<file path="config.mk">
export PLATFORM = sky130hd
export DESIGN_NAME = hex_word_tx_flat
export DESIGN_NICKNAME = d
export VERILOG_FILES = /design/src/rtl/hex_tx_pkg.sv /design/src/rtl/hex_word_tx_if.sv /design/src/rtl/nibble_to_ascii.sv /design/src/rtl/hex_word_tx.sv /design/src/flat_wrapper.sv
export SDC_FILE = /design/constraint.sdc
export NUM_CORES = 1
export LEC_CHECK = 0
export ABC_AREA = 1
export CAP_MARGIN = 25
export CORE_ASPECT_RATIO = 0.9
export CORE_MARGIN = 8
export CORE_UTILIZATION = 25
export DETAILED_ROUTE_END_ITERATION = 10
export PLACE_DENSITY = 0.5
export SLEW_MARGIN = 20
export SYNTH_ARGS = -nofsm -noshare
export SYNTH_HDL_FRONTEND = slang
export SYNTH_SLANG_ARGS = --single-unit
export TNS_END_PERCENT = 100
</file>
<file path="constraint.sdc">
create_clock -name clk -period 2.95 [get_ports clk]
set_input_delay 0.7375 -clock clk [delete_from_list [all_inputs] [get_ports clk]]
set_output_delay 0.7375 -clock clk [all_outputs]
set_load 0.1 [all_outputs]
</file>
<file path="src/rtl/hex_tx_pkg.sv">
// Shared types and ASCII constants for the hex word transmitter.
package hex_tx_pkg;
    typedef enum logic [1:0] {IDLE, EMIT, FINISH} state_t;

    localparam logic [7:0] ASCII_CR   = 8'h0D;
    localparam logic [7:0] ASCII_LF   = 8'h0A;
    localparam logic [7:0] ASCII_0    = 8'h30;
    localparam logic [7:0] ASCII_A_UP = 8'h41;
    localparam logic [7:0] ASCII_A_LO = 8'h61;
endpackage

</file>
<file path="src/rtl/hex_word_tx_if.sv">
// Word-in / UART-FIFO-out bundle for hex_word_tx.
interface hex_word_tx_if #(parameter int DATA_W = 16);
    logic [DATA_W-1:0] data_in;
    logic              send;
    logic              tx_full;
    logic [7:0]        w_data;
    logic              wr_uart;
    logic              busy;
    logic              done;

    modport master (output data_in, send, tx_full, input w_data, wr_uart, busy, done);
    modport slave  (input data_in, send, tx_full, output w_data, wr_uart, busy, done);
endinterface

</file>
<file path="src/rtl/nibble_to_ascii.sv">
// Maps one hex nibble to its printable ASCII character.
module nibble_to_ascii
    import hex_tx_pkg::*;
#(
    parameter bit UPPERCASE = 1'b1
) (
    input  logic [3:0] nib,
    output logic [7:0] ch
);
    always_comb begin
        if (nib < 4'd10) ch = ASCII_0 + {4'b0, nib};
        else             ch = (UPPERCASE ? ASCII_A_UP : ASCII_A_LO) + {4'b0, nib} - 8'd10;
    end
endmodule

</file>
<file path="src/rtl/hex_word_tx.sv">
// Prints a latched data word as ASCII hex (MSB first, optional CR/LF) into a UART TX FIFO.
module hex_word_tx
    import hex_tx_pkg::*;
#(
    parameter int DATA_W         = 16,
    parameter bit APPEND_CRLF    = 1'b1,
    parameter bit UPPERCASE      = 1'b1,
    parameter bit AUTO_ON_CHANGE = 1'b0
) (
    input  logic          clk,
    input  logic          reset,
    hex_word_tx_if.slave  bus
);
    localparam int N     = DATA_W / 4;
    localparam int NCHAR = N + (APPEND_CRLF ? 2 : 0);
    localparam int IDX_W = $clog2(NCHAR + 1);

    state_t            state, state_n;
    logic [IDX_W-1:0]  idx;
    logic [DATA_W-1:0] shadow, last_seen;
    logic [3:0]        nib;
    logic [7:0]        hex_ch, ch;
    logic              load, wr;

    // Constant-indexed mux keeps the nibble select free of variable part-selects.
    always_comb begin
        nib = 4'h0;
        for (int i = 0; i < N; i++)
            if (idx == IDX_W'(i)) nib = shadow[4*(N-1-i) +: 4];
    end

    nibble_to_ascii #(.UPPERCASE(UPPERCASE)) u_n2a (.nib(nib), .ch(hex_ch));

    always_comb begin
        if (idx < IDX_W'(N))       ch = hex_ch;
        else if (idx == IDX_W'(N)) ch = ASCII_CR;
        else                       ch = ASCII_LF;
    end

    always_comb begin
        state_n     = state;
        load        = 1'b0;
        wr          = 1'b0;
        bus.busy    = 1'b0;
        bus.done    = 1'b0;
        bus.w_data  = 8'h00;
        case (state)
            IDLE: begin
                if (bus.send || (AUTO_ON_CHANGE && (bus.data_in != last_seen))) begin
                    load    = 1'b1;
                    state_n = EMIT;
                end
            end
            EMIT: begin
                bus.busy   = 1'b1;
                bus.w_data = ch;
                wr         = ~bus.tx_full;
                if (wr && (idx == IDX_W'(NCHAR - 1))) state_n = FINISH;
            end
            FINISH: begin
                bus.busy = 1'b1;
                bus.done = 1'b1;
                state_n  = IDLE;
            end
            default: state_n = IDLE;
        endcase
    end

    assign bus.wr_uart = wr;

    always_ff @(posedge clk) begin
        if (reset) begin
            state     <= IDLE;
            idx       <= '0;
            shadow    <= '0;
            last_seen <= '0;
        end else begin
            state <= state_n;
            if (load) begin
                shadow    <= bus.data_in;
                last_seen <= bus.data_in;
                idx       <= '0;
            end else if (wr) begin
                idx <= idx + 1'b1;
            end
        end
    end
endmodule
</file>
<file path="src/flat_wrapper.sv">
// flat-port wrapper written by rule: the top's interface ports become plain ports
module hex_word_tx_flat import hex_tx_pkg::*;
#(
    parameter int DATA_W         = 16,
    parameter bit APPEND_CRLF    = 1'b1,
    parameter bit UPPERCASE      = 1'b1,
    parameter bit AUTO_ON_CHANGE = 1'b0
)
  (clk, reset, bus_data_in, bus_send, bus_tx_full, bus_w_data, bus_wr_uart, bus_busy, bus_done);
  hex_word_tx_if #(.DATA_W(DATA_W)) bus_i ();
  input  logic clk;
  input  logic reset;
  input wire logic [$bits(bus_i.data_in)-1:0] bus_data_in;
  input wire logic [$bits(bus_i.send)-1:0] bus_send;
  input wire logic [$bits(bus_i.tx_full)-1:0] bus_tx_full;
  output wire logic [$bits(bus_i.w_data)-1:0] bus_w_data;
  output wire logic [$bits(bus_i.wr_uart)-1:0] bus_wr_uart;
  output wire logic [$bits(bus_i.busy)-1:0] bus_busy;
  output wire logic [$bits(bus_i.done)-1:0] bus_done;
  assign bus_i.data_in = bus_data_in;
  assign bus_i.send = bus_send;
  assign bus_i.tx_full = bus_tx_full;
  assign bus_w_data = bus_i.w_data;
  assign bus_wr_uart = bus_i.wr_uart;
  assign bus_busy = bus_i.busy;
  assign bus_done = bus_i.done;
  hex_word_tx #(.DATA_W(DATA_W), .APPEND_CRLF(APPEND_CRLF), .UPPERCASE(UPPERCASE), .AUTO_ON_CHANGE(AUTO_ON_CHANGE)) u_core (.clk(clk), .reset(reset), .bus(bus_i));
endmodule
</file>
==> metrics.cfg <==
[die]
dieWidth_um = 90.9
row_count = 24
die_area_um2 = 7590
die_h_um = 83.5
pin_count = 31
start_util_pct = 26.0
coreArea_um2 = 4860

[clock_tree]
clk_pin_slew_ns = 0.09
cts_tree = done
clockBufferDepth = 2
htreeDepth = 1
worst_skew_pair.late_latency_ns = 0.27
clock_sinks = 21
cts_buffers = 3
hold_buffers = 0
root_buffer = clkbuf_8

[critical_path]
cp-end-kind = primary output
reg2regPathDepth = 6
r2r_slack_ns = 1.49
crit_required_ns = 2.21
regToRegEndpoint = u_core.shadow[10]
critPathArrivalTime_ns = 2.17
cp_cell_sequence = inv_4 -> buf_4 -> nand2_4 -> o21ai_2 -> inv_2 -> a21oi_4 -> ha_4 -> inv_2 -> nand3_2 -> nand2_2 -> nand3_2 -> nand2_2 -> a21oi_4 -> buf_12
critPathMaxStageDelay_ns = 0.37
slowest_stage = dfxtp_4
worstSetupPathType = reg -> out
rr_startpoint = u_core.state[0]
path_max_fanout = 7
crit_path_start_kind = flop

[cells_and_area]
seq_area_um2 = 432
final_common_cell = nor2_1
layout-drive-gt1-share_pct = 28.3
area_delta_synth_final_pct = 56.1
n_antenna_cell = 0
multi_input_comb_area_um2 = 867
nFillCells = 536
final_nets = 257
final_cell_mix = nor2_1, nand2_1, o21ai_0
final_util_pct = 40.6

[synth]
yosys_register_bits = 21
synthMuxAreaShare_pct = 0
synthCells = 190
synth-seq-area-share_pct = 33.3
synth.distinct_cells = 24
syn_area_per_cell_um2 = 6.65
synth_fa_ha_area_share_pct = 9.90
synth_top_family_by_area = simple AND/OR/NAND/NOR gates
synth_fp_nets = 220
netlist.top_cell.by_area = dfxtp_1
syn-cell-area_um2 = 1260
synth-xor-area-share_pct = 0
synth_compound_area_share_pct = 17.9
synth_top_area_share_pct = 33.3
synthTopCellsByArea = dfxtp_1, nor2_1, ha_1
ys_warn_count = 0
synth_simple_gate_area_share_pct = 28.6

[sta]
slew_headroom_pct = 67.3
final.setup.tns_ns = 0
clock.fmax_ghz = 0.344
skew_ns = 0.0110
slew_viol_final = 0
setup_viol = 0
worst_pin_slew_ns = 0.486
fin_ws_ns = 0.0441
rsz0062_at_grt = yes
fin_crit_ns = 2.91
finalHoldViolCount = 0
fin_crit_sh_pct = 98.5

[placement]
hpwl_mm = 2.60
post-place-ws_ns = 0.0171
portBuffers = 29
gp_congestion = 0.812

[hold_path]
worstHoldPathCells = 2
min_from = u_core.shadow[13]
hold_path_end = u_core.shadow[13]
worstHoldPathType = reg -> reg

[grt]
track_usage_pct = 9.06
grt_max_degree = 20
antenna_found_initial = 0
grt_pass1_vias = 1240
grt-ovfl-total = 0
grt_pass1_wl_mm = 5.75

[drt]
ant_nets = 0
vias = 1267
drcViolationCount = 0
wirelength_mm = 3.44
via_per_inst = 4.35
drt_iter0_markers = 36
avgRoutedWirePerCell_um = 11.8
firstDrtPassIters = 4

[power_and_ir_drop]
ir_worst_vdd_v = 0.000446
p_leak_nw = 0.848
p_per_area_nw_per_um2 = 964
total_power_mw = 1.90

[flow_run]
max_cap_viol_count = 0

[status]
status = finished, final reports clean

-- sequential cells by signal, summed over array words and instances (netlist names) --
register / count
u_core.idx: 3
u_core.state: 2
u_core.shadow: 16
-- cells in the mapped netlist --
master	instances
buf_4	1
nand2_1	32
nor3_1	1
dfxtp_1	21
clkbuf_1	4
o21ai_0	21
nor2_1	39
a21oi_1	10
o22ai_1	1
conb_1	1
or2_2	1
ha_1	10
inv_4	1
nand2_4	1
nand2_2	2
o21ai_2	2
nand3_2	1
nand3_1	10
inv_1	24
inv_2	2
a21boi_0	1
a21oi_4	1
a211oi_1	2
a21oi_2	1
-- critical path: cells and delay by family, from the launching register on --
family                     cells  cell delay [ns]
adders and majority gates      1             0.16
buffers and inverters          5             0.52
DFF                            1             0.37
and+or+nand+nor                5             0.31
AOI/OAI and AO/OA              3             0.50
-- final cells by class --
| class | instances | area share, % |
|---|---|---|
| clock buffer | 3 | 2.09 |
| clock inverter | 1 | 0.254 |
| inverter | 27 | 5.77 |
| multi-input combinational | 137 | 43.9 |
| tap | 65 | 4.12 |
| sequential | 21 | 21.9 |
| timing repair buffer | 37 | 21.9 |
-- worst max path at each step --
stage               endpoint  slack [ns]     startpoint  cells after the start
2_1_floorplan  bus_w_data[2]       -0.27  u_core.idx[0]                     12
3_3_place_gp   bus_w_data[2]        0.08  u_core.idx[1]                     15
3_5_place_dp   bus_w_data[2]        0.02  u_core.idx[0]                     13
4_1_cts        bus_w_data[2]       0.002  u_core.idx[0]                     15
5_1_grt        bus_w_data[1]       -0.07  u_core.idx[1]                     14
6_report       bus_w_data[2]        0.04  u_core.idx[2]                     14
-- power breakdown --
group	internal (mW)	switching, mW	total (mW)	leakage, nW
combinational	0.436	0.853	1.29	0.647
clock	0.0944	0.106	0.200	0.0255
sequential	0.364	0.0477	0.412	0.176
-- metrics by stage --
stage	cell area [um2]	hold slack, ns	std cells
after detailed placement	1730	0.460	282
after floorplan	1280	0.429	190
after CTS	1920	0.471	290
after global routing	1970	0.501	291
after global placement	1730	0.446	282
final	1970	0.462	291
-- timing repair --
item / 4_1_cts / 5_1_grt
pin swaps: 10 / 9
setup buffers: 4 / 1
gates resized for setup: 34 / 12
endpoints found under the setup margin: 4 / 5
-- per-layer routing --
metal	vias up	part of all wire [%]	GRT usage, %
li1	671	-	-
met1	568	48	11.3
met2	26	47	14.6
met3	2	3.7	2.34
met4	0	1.2	3.12
met5	-	0	0
-- cells by family (layout without fill, tap and decap cells) --
logic type	count (synthesis)	after routing
buf+inv	32	68
simple gates	87	87
flops	21	21
other cells	1	1
fa+ha+maj	10	10
compound gates	39	39
Note: power is estimated with default switching activity, not from simulation.
